File: config.mk
export PLATFORM = sky130hd
export DESIGN_NAME = hoeraa_pipe
export DESIGN_NICKNAME = d
export VERILOG_FILES = /design/src/rtl/hoeraa_pkg.sv /design/src/rtl/hoeraa_lo_stage.sv /design/src/rtl/hoeraa_rca.sv /design/src/rtl/hoeraa_pipe.sv
export SDC_FILE = /design/constraint.sdc
export NUM_CORES = 1
export LEC_CHECK = 0
export ABC_AREA = 1
export BUFFER_PORTS_ARGS = -buffer_cell sky130_fd_sc_hd__buf_2
export CORE_UTILIZATION = 59
export DETAILED_ROUTE_END_ITERATION = 6
export GPL_TIMING_DRIVEN = 0
export PLACE_DENSITY = 0.93
export RECOVER_POWER = 100
export SYNTH_ARGS = -nofsm -noshare
export SYNTH_HDL_FRONTEND = slang
export SYNTH_SLANG_ARGS = --single-unit
export TNS_END_PERCENT = 5
File: constraint.sdc
create_clock -name clk -period 11.6 [get_ports clk]
set_clock_uncertainty 0.2 [all_clocks]
set_input_delay 2.32 -clock clk [delete_from_list [all_inputs] [get_ports clk]]
set_output_delay 2.32 -clock clk [all_outputs]
set_load 0.03 [all_outputs]
File: src/rtl/hoeraa_pkg.sv
// Shared types and helpers for the HOERAA pipelined approximate adder.
// The stage-1 payload struct is sized by the package configuration below.
package hoeraa_pkg;

    localparam int HOERAA_N     = 16;
    localparam int HOERAA_L_MAX = 4;
    localparam int HOERAA_LW    = 3;
    localparam int HOERAA_HW    = HOERAA_N / 2;

    typedef struct packed {
        logic [HOERAA_HW-1:0] lo_sum;
        logic                 carry;
        logic [HOERAA_HW-1:0] x_hi;
        logic [HOERAA_HW-1:0] y_hi;
        logic [HOERAA_LW-1:0] le;
    } hoeraa_s1_t;

    // Depth 1 has no room for the two-bit HOERAA cell, so it degrades to exact.
    function automatic logic [HOERAA_LW-1:0] calc_le(input logic [HOERAA_LW-1:0] l,
                                                     input int lmax);
        if (int'(l) > lmax) return HOERAA_LW'(lmax);
        if (l == HOERAA_LW'(1)) return '0;
        return l;
    endfunction

    function automatic logic [HOERAA_HW-1:0] approx_mask(input logic [HOERAA_LW-1:0] le);
        return (HOERAA_HW'(1) << le) - HOERAA_HW'(1);
    endfunction

endpackage

File: src/rtl/hoeraa_lo_stage.sv
// Combinational low-half of the HOERAA adder: approximate bits below Le,
// exact sum of the remaining low-half bits, and the carry into the upper half.
module hoeraa_lo_stage
    import hoeraa_pkg::*;
(
    input  logic [HOERAA_HW-1:0] x_lo_i,
    input  logic [HOERAA_HW-1:0] y_lo_i,
    input  logic [HOERAA_LW-1:0] le_i,
    output logic [HOERAA_HW-1:0] sum_o,
    output logic                 carry_o
);

    localparam int IW = $clog2(HOERAA_HW);

    logic [HOERAA_HW-1:0] mask;
    logic [HOERAA_HW-1:0] apx;
    logic [HOERAA_HW:0]   ex;
    logic [IW-1:0]        i1;
    logic [IW-1:0]        i2;
    logic                 ci;

    always_comb begin
        mask = approx_mask(le_i);
        ci   = 1'b0;
        apx  = '0;
        i1   = IW'(le_i - HOERAA_LW'(1));
        i2   = IW'(le_i - HOERAA_LW'(2));
        if (le_i >= HOERAA_LW'(2)) begin
            ci  = x_lo_i[i1] & y_lo_i[i1];
            apx = approx_mask(le_i - HOERAA_LW'(2))
                | (HOERAA_HW'(x_lo_i[i2] | y_lo_i[i2]) << i2)
                | (HOERAA_HW'(ci ? (x_lo_i[i2] & y_lo_i[i2])
                                 : (x_lo_i[i1] | y_lo_i[i1])) << i1);
        end
        // Masked operands leave bits below Le zero, so Ci lands exactly at bit Le.
        ex      = {1'b0, x_lo_i & ~mask} + {1'b0, y_lo_i & ~mask}
                + ((HOERAA_HW+1)'(ci) << le_i);
        sum_o   = (ex[HOERAA_HW-1:0] & ~mask) | (apx & mask);
        carry_o = ex[HOERAA_HW];
    end

endmodule

File: src/rtl/hoeraa_rca.sv
// Ripple-carry adder built from a chain of full-adder cells.
module hoeraa_rca #(
    parameter int W = 8
) (
    input  logic [W-1:0] a_i,
    input  logic [W-1:0] b_i,
    input  logic         c_i,
    output logic [W-1:0] s_o,
    output logic         c_o
);

    logic [W:0] c;

    assign c[0] = c_i;

    for (genvar i = 0; i < W; i++) begin : g_fa
        assign s_o[i]   = a_i[i] ^ b_i[i] ^ c[i];
        assign c[i+1]   = (a_i[i] & b_i[i]) | (c[i] & (a_i[i] ^ b_i[i]));
    end

    assign c_o = c[W];

endmodule

File: src/rtl/hoeraa_pipe.sv
// Two-stage pipelined HOERAA approximate adder with valid/ready on both sides.
// Optional error statistics enabled by defining HOERAA_ERR_STATS_EN.
module hoeraa_pipe
    import hoeraa_pkg::*;
#(
    parameter int N     = HOERAA_N,
    parameter int L_MAX = HOERAA_L_MAX,
    parameter int LW    = HOERAA_LW
) (
    input  logic          clk,
    input  logic          rst,
    input  logic          in_valid,
    output logic          in_ready,
    input  logic [N-1:0]  in_x,
    input  logic [N-1:0]  in_y,
    input  logic [LW-1:0] in_l,
    output logic          out_valid,
    input  logic          out_ready,
    output logic [N-1:0]  out_s,
    output logic          out_co
`ifdef HOERAA_ERR_STATS_EN
    ,
    output logic [N:0]    err_dist,
    output logic [31:0]   err_cnt
`endif
);

    localparam int HW = N / 2;

    hoeraa_s1_t   pay_p1_d, pay_p1_q;
    logic         vld_p1_q, vld_p2_q;
    logic [N-1:0] sum_p2_q;
    logic         co_p2_q;
    logic         ld_p1, ld_p2;
    logic [LW-1:0] le_p0;
    logic [HW-1:0] lo_sum_p0;
    logic          lo_c_p0;
    logic [HW-1:0] hi_sum_p1;
    logic          hi_co_p1;
    logic          unused_le;

    assign ld_p2     = !vld_p2_q || out_ready;
    assign ld_p1     = !vld_p1_q || ld_p2;
    assign in_ready  = ld_p1;
    assign out_valid = vld_p2_q;
    assign out_s     = sum_p2_q;
    assign out_co    = co_p2_q;
    assign le_p0     = calc_le(in_l, L_MAX);
    assign unused_le = ^pay_p1_q.le;

    // Stage 0 -> 1: low half and carry into bit N/2
    hoeraa_lo_stage u_lo (
        .x_lo_i  (in_x[HW-1:0]),
        .y_lo_i  (in_y[HW-1:0]),
        .le_i    (le_p0),
        .sum_o   (lo_sum_p0),
        .carry_o (lo_c_p0)
    );

    always_comb begin
        pay_p1_d        = pay_p1_q;
        pay_p1_d.lo_sum = lo_sum_p0;
        pay_p1_d.carry  = lo_c_p0;
        pay_p1_d.x_hi   = in_x[N-1:HW];
        pay_p1_d.y_hi   = in_y[N-1:HW];
        pay_p1_d.le     = le_p0;
    end

    always_ff @(posedge clk) begin
        if (ld_p1 && in_valid) pay_p1_q <= pay_p1_d;
    end

    // Stage 1 -> 2: upper half ripple add
    hoeraa_rca #(.W(HW)) u_hi (
        .a_i (pay_p1_q.x_hi),
        .b_i (pay_p1_q.y_hi),
        .c_i (pay_p1_q.carry),
        .s_o (hi_sum_p1),
        .c_o (hi_co_p1)
    );

    always_ff @(posedge clk) begin
        if (rst) begin
            vld_p1_q <= 1'b0;
            vld_p2_q <= 1'b0;
            sum_p2_q <= '0;
            co_p2_q  <= 1'b0;
        end else begin
            if (ld_p1) vld_p1_q <= in_valid;
            if (ld_p2) vld_p2_q <= vld_p1_q;
            if (ld_p2 && vld_p1_q) begin
                sum_p2_q <= {hi_sum_p1, pay_p1_q.lo_sum};
                co_p2_q  <= hi_co_p1;
            end
        end
    end

`ifdef HOERAA_ERR_STATS_EN
    logic [N:0] exact_p1_q, exact_p2_q;
    logic [N:0] apx_p2;

    always_ff @(posedge clk) begin
        if (ld_p1 && in_valid)  exact_p1_q <= {1'b0, in_x} + {1'b0, in_y};
        if (ld_p2 && vld_p1_q)  exact_p2_q <= exact_p1_q;
    end

    assign apx_p2   = {co_p2_q, sum_p2_q};
    assign err_dist = (exact_p2_q >= apx_p2) ? (exact_p2_q - apx_p2) : (apx_p2 - exact_p2_q);

    always_ff @(posedge clk) begin
        if (rst) begin
            err_cnt <= '0;
        end else if (vld_p2_q && out_ready && (err_dist != '0) && (err_cnt != '1)) begin
            err_cnt <= err_cnt + 32'd1;
        end
    end
`endif

endmodule

==> impl_metrics.py <==
metrics = {
    "critical_path": {
        "crit_path_end_kind": "flip-flop",
        "path_max_fanout": 10,
        "path_class": "input port to flip-flop",
        "critical_path.max_stage_delay_ns": 0.54,
        "cp.arrival_ns": 6.67,
        "cp.required_ns": 11.45,
        "crit_top_cell": "nand2_1",
        "start_kind": "input port",
        "crit_slowest_cell": "fa_1",
    },
    "synth": {
        "synth_top_area_share": 0.2816,
        "synth_area_per_cell_um2": 8.800,
        "netlist_instances": 303,
        "ys_seq_area_frac": 0.4242,
        "synthTopCellsByCount": "nand2_1, inv_1, a21oi_1, edfxtp_1",
        "async_flop_share": 0,
        "yosysWarnings": 0,
        "syn_area_um2": 2666,
        "ys_ff_latch": 44,
        "ys_types": 31,
        "ys.flop_type": "edfxtp_1",
        "synth_area_leaders": "edfxtp_1, dfxtp_1, fa_1",
        "yosysMostFrequentCell": "nand2_1",
        "synth_top_area_cell": "edfxtp_1",
        "synth_edf_count": 25,
    },
    "sta": {
        "tightest_slew_ns": 0.9403,
        "clock.fmax_ghz": 0.1468,
        "timing.hold.ws_ns": 0.2719,
        "hold_viol": 0,
        "period_share": 0.5874,
        "fin_crit_ns": 6.814,
        "rsz0062_at_grt": "false",
        "drv_slew": 0,
        "slew_headroom": 0.3724,
        "final.setup.tns_ns": 0,
        "setup_viol": 0,
    },
    "clock_tree": {
        "h-tree-depth": 2,
        "cts_resized": 0,
        "cts_hold_buf": 0,
        "cts-root-buf": "clkbuf_8",
        "clock_sinks": 44,
        "clk_pin_slew_ns": 0.08,
        "post_cts_buffers": 0,
        "tritoncts": "done",
        "cts_buffer_depth": 2,
        "cts_buffers": 5,
        "clk_latency_ns": 0.29,
    },
    "route": {
        "remaining_drc_errors": 0,
        "firstDrtPassIters": 4,
        "vias": 2246,
        "routed_via_density": 5.335,
        "wl_mm": 5.437,
        "post_drt_wl_per_cell_um": 12.91,
        "dr.first_iter.drc_count": 109,
        "drtAntennaViolNets": 0,
    },
    "hold_path": {
        "hold_path.class": "flip-flop to flip-flop",
    },
    "grt": {
        "grt_util_all_layers": 0.2381,
        "grt_max_degree": 26,
        "grt_pass1_wl_mm": 9.177,
        "grt-ovfl-total": 0,
        "antenna_found_initial": 0,
        "grt_pass1_vias": 2187,
    },
    "power": {
        "pwr-share-comb": 0.238,
        "leakagePower_nw": 1.443,
        "p_sw_mw": 0.1118,
        "ir_worst_vdd_uv": 50.29,
        "p_clk_frac": 0.274,
        "pwr-share-seq": 0.488,
        "power_density_nw_per_um2": 123.8,
        "switching_share": 0.2949,
        "p_int_mw": 0.2674,
    },
    "finish": {
        "diodes": 0,
        "area_growth_pct": 14.92,
        "nets": 432,
        "layout-drive-gt1-share": 0.1545,
    },
    "die": {
        "initial_utilization": 0.6124,
        "chipHeight_um": 69.23,
        "dieWidth_um": 69.23,
        "pin_count": 58,
        "fp-row-count": 24,
        "core-area_um2": 4354,
        "die_area_um2": 4792,
    },
    "outcome": {
        "status": "finished clean",
    },
    "place": {
        "io_buffers": 55,
        "finalWeightedCongestion": 0.9697,
        "place_hpwl_mm": 4.363,
    },
    "flow_run": {
        "cap_violations": 0,
    },
}
metal layers:
| metal | GRT usage | up-vias | share of wire |
|---|---|---|---|
| li1 | - | 1099 | - |
| met1 | 0.2785 | 1043 | 0.42 |
| met2 | 0.4509 | 90 | 0.51 |
| met3 | 0.02326 | 14 | 0.044 |
| met4 | 0.08163 | 0 | 0.022 |
| met5 | 0 | - | 0 |
stage by stage:
step	utilization	cells	worst slack (ns)	area (um^2)	power (mW)
6_report	0.7037	421	4.786	3064	0.3792
5_1_grt	0.7037	421	4.252	3064	0.4008
4_1_cts	0.7167	421	5.375	3120	0.3837
3_5_place_dp	0.6931	413	5.081	3018	0.2809
3_3_place_gp	0.6931	413	5.216	3018	0.2758
2_1_floorplan	-	306	5.732	2678	0.2535
flip-flops by register name, summed over array words and instances (netlist names):
register	cells
vld_p1_q	1
pay_p1_q	25
out_co	1
out_s	16
out_valid	1
layout by cell type, fill, tap and decap left out, types with 2 or more instances in the layout:
cell type and instances:
nand2_2 4, inv_1 43, clkbuf_1 27, o21ai_0 4, nand4_1 10, buf_6 2
nand3_1 15, dfxtp_1 19, a211oi_1 3, xor2_1 2, nand2_1 83, conb_1 5
clkbuf_8 5, edfxtp_1 25, a21oi_1 25, nor2_1 19, nand3_2 3, o22ai_1 2
ha_1 8, o21ai_1 2, buf_4 2, fa_1 17, buf_2 35
path summary, 6_finish.rpt:
kind | start | endpoint | slack (ns) | depth (start not counted)
worst min register to register | out_s[14]$_SDFFE_PP0P_ | out_s[14]$_SDFFE_PP0P_ | 0.27 | 2
worst max-delay path | in_l[2] | pay_p1_q[19]$_DFFE_PP_ | 4.79 | 25
worst max register to register | pay_p1_q[3]$_DFFE_PP_ | out_s[15]$_SDFFE_PP0P_ | 7.51 | 12
worst min-delay path | out_s[14]$_SDFFE_PP0P_ | out_s[14]$_SDFFE_PP0P_ | 0.27 | 2
logic make-up (layout without fill, tap and decap cells):
group,count (synthesis),after routing,synth area share
AND/OR/NAND/NOR,138,138,0.2332
AO/OA/AOI/OAI,38,38,0.07743
adder cells (fa/ha/maj),25,25,0.1652
other,2,5,0.002817
buffers and inverters,54,117,0.09056
flip-flops,44,44,0.4242
XOR/XNOR,2,2,0.006571
critical path, delay by kind of cell:
family                   cells  cell delay [ns]
AO/OA/AOI/OAI                3             0.61
buffers and inverters        5             1.17
adder cells (fa/ha/maj)      3             1.24
AND/OR/NAND/NOR             14             1.33
power by group through the flow:
stage               Combinational (mW)  Sequential, mW  Clock (mW)
global placement                0.0877           0.188           0
floorplan                       0.0571           0.196           0
detailed placement              0.0922           0.189           0
CTS                             0.0927           0.185       0.106
global route                     0.102           0.187       0.112
finish                          0.0904           0.185       0.104
layout make-up:
type,instances,area [um^2]
multi-input combinational,208,1290
fill,361,1290
sequential,44,1131
timing repair buffer,55,250.2
inverter,44,165.2
clock buffer,7,97.59
tap,52,65.06
buffer,10,60.06
clock inverter,1,5.005
Power figures use the tool's default switching activity.
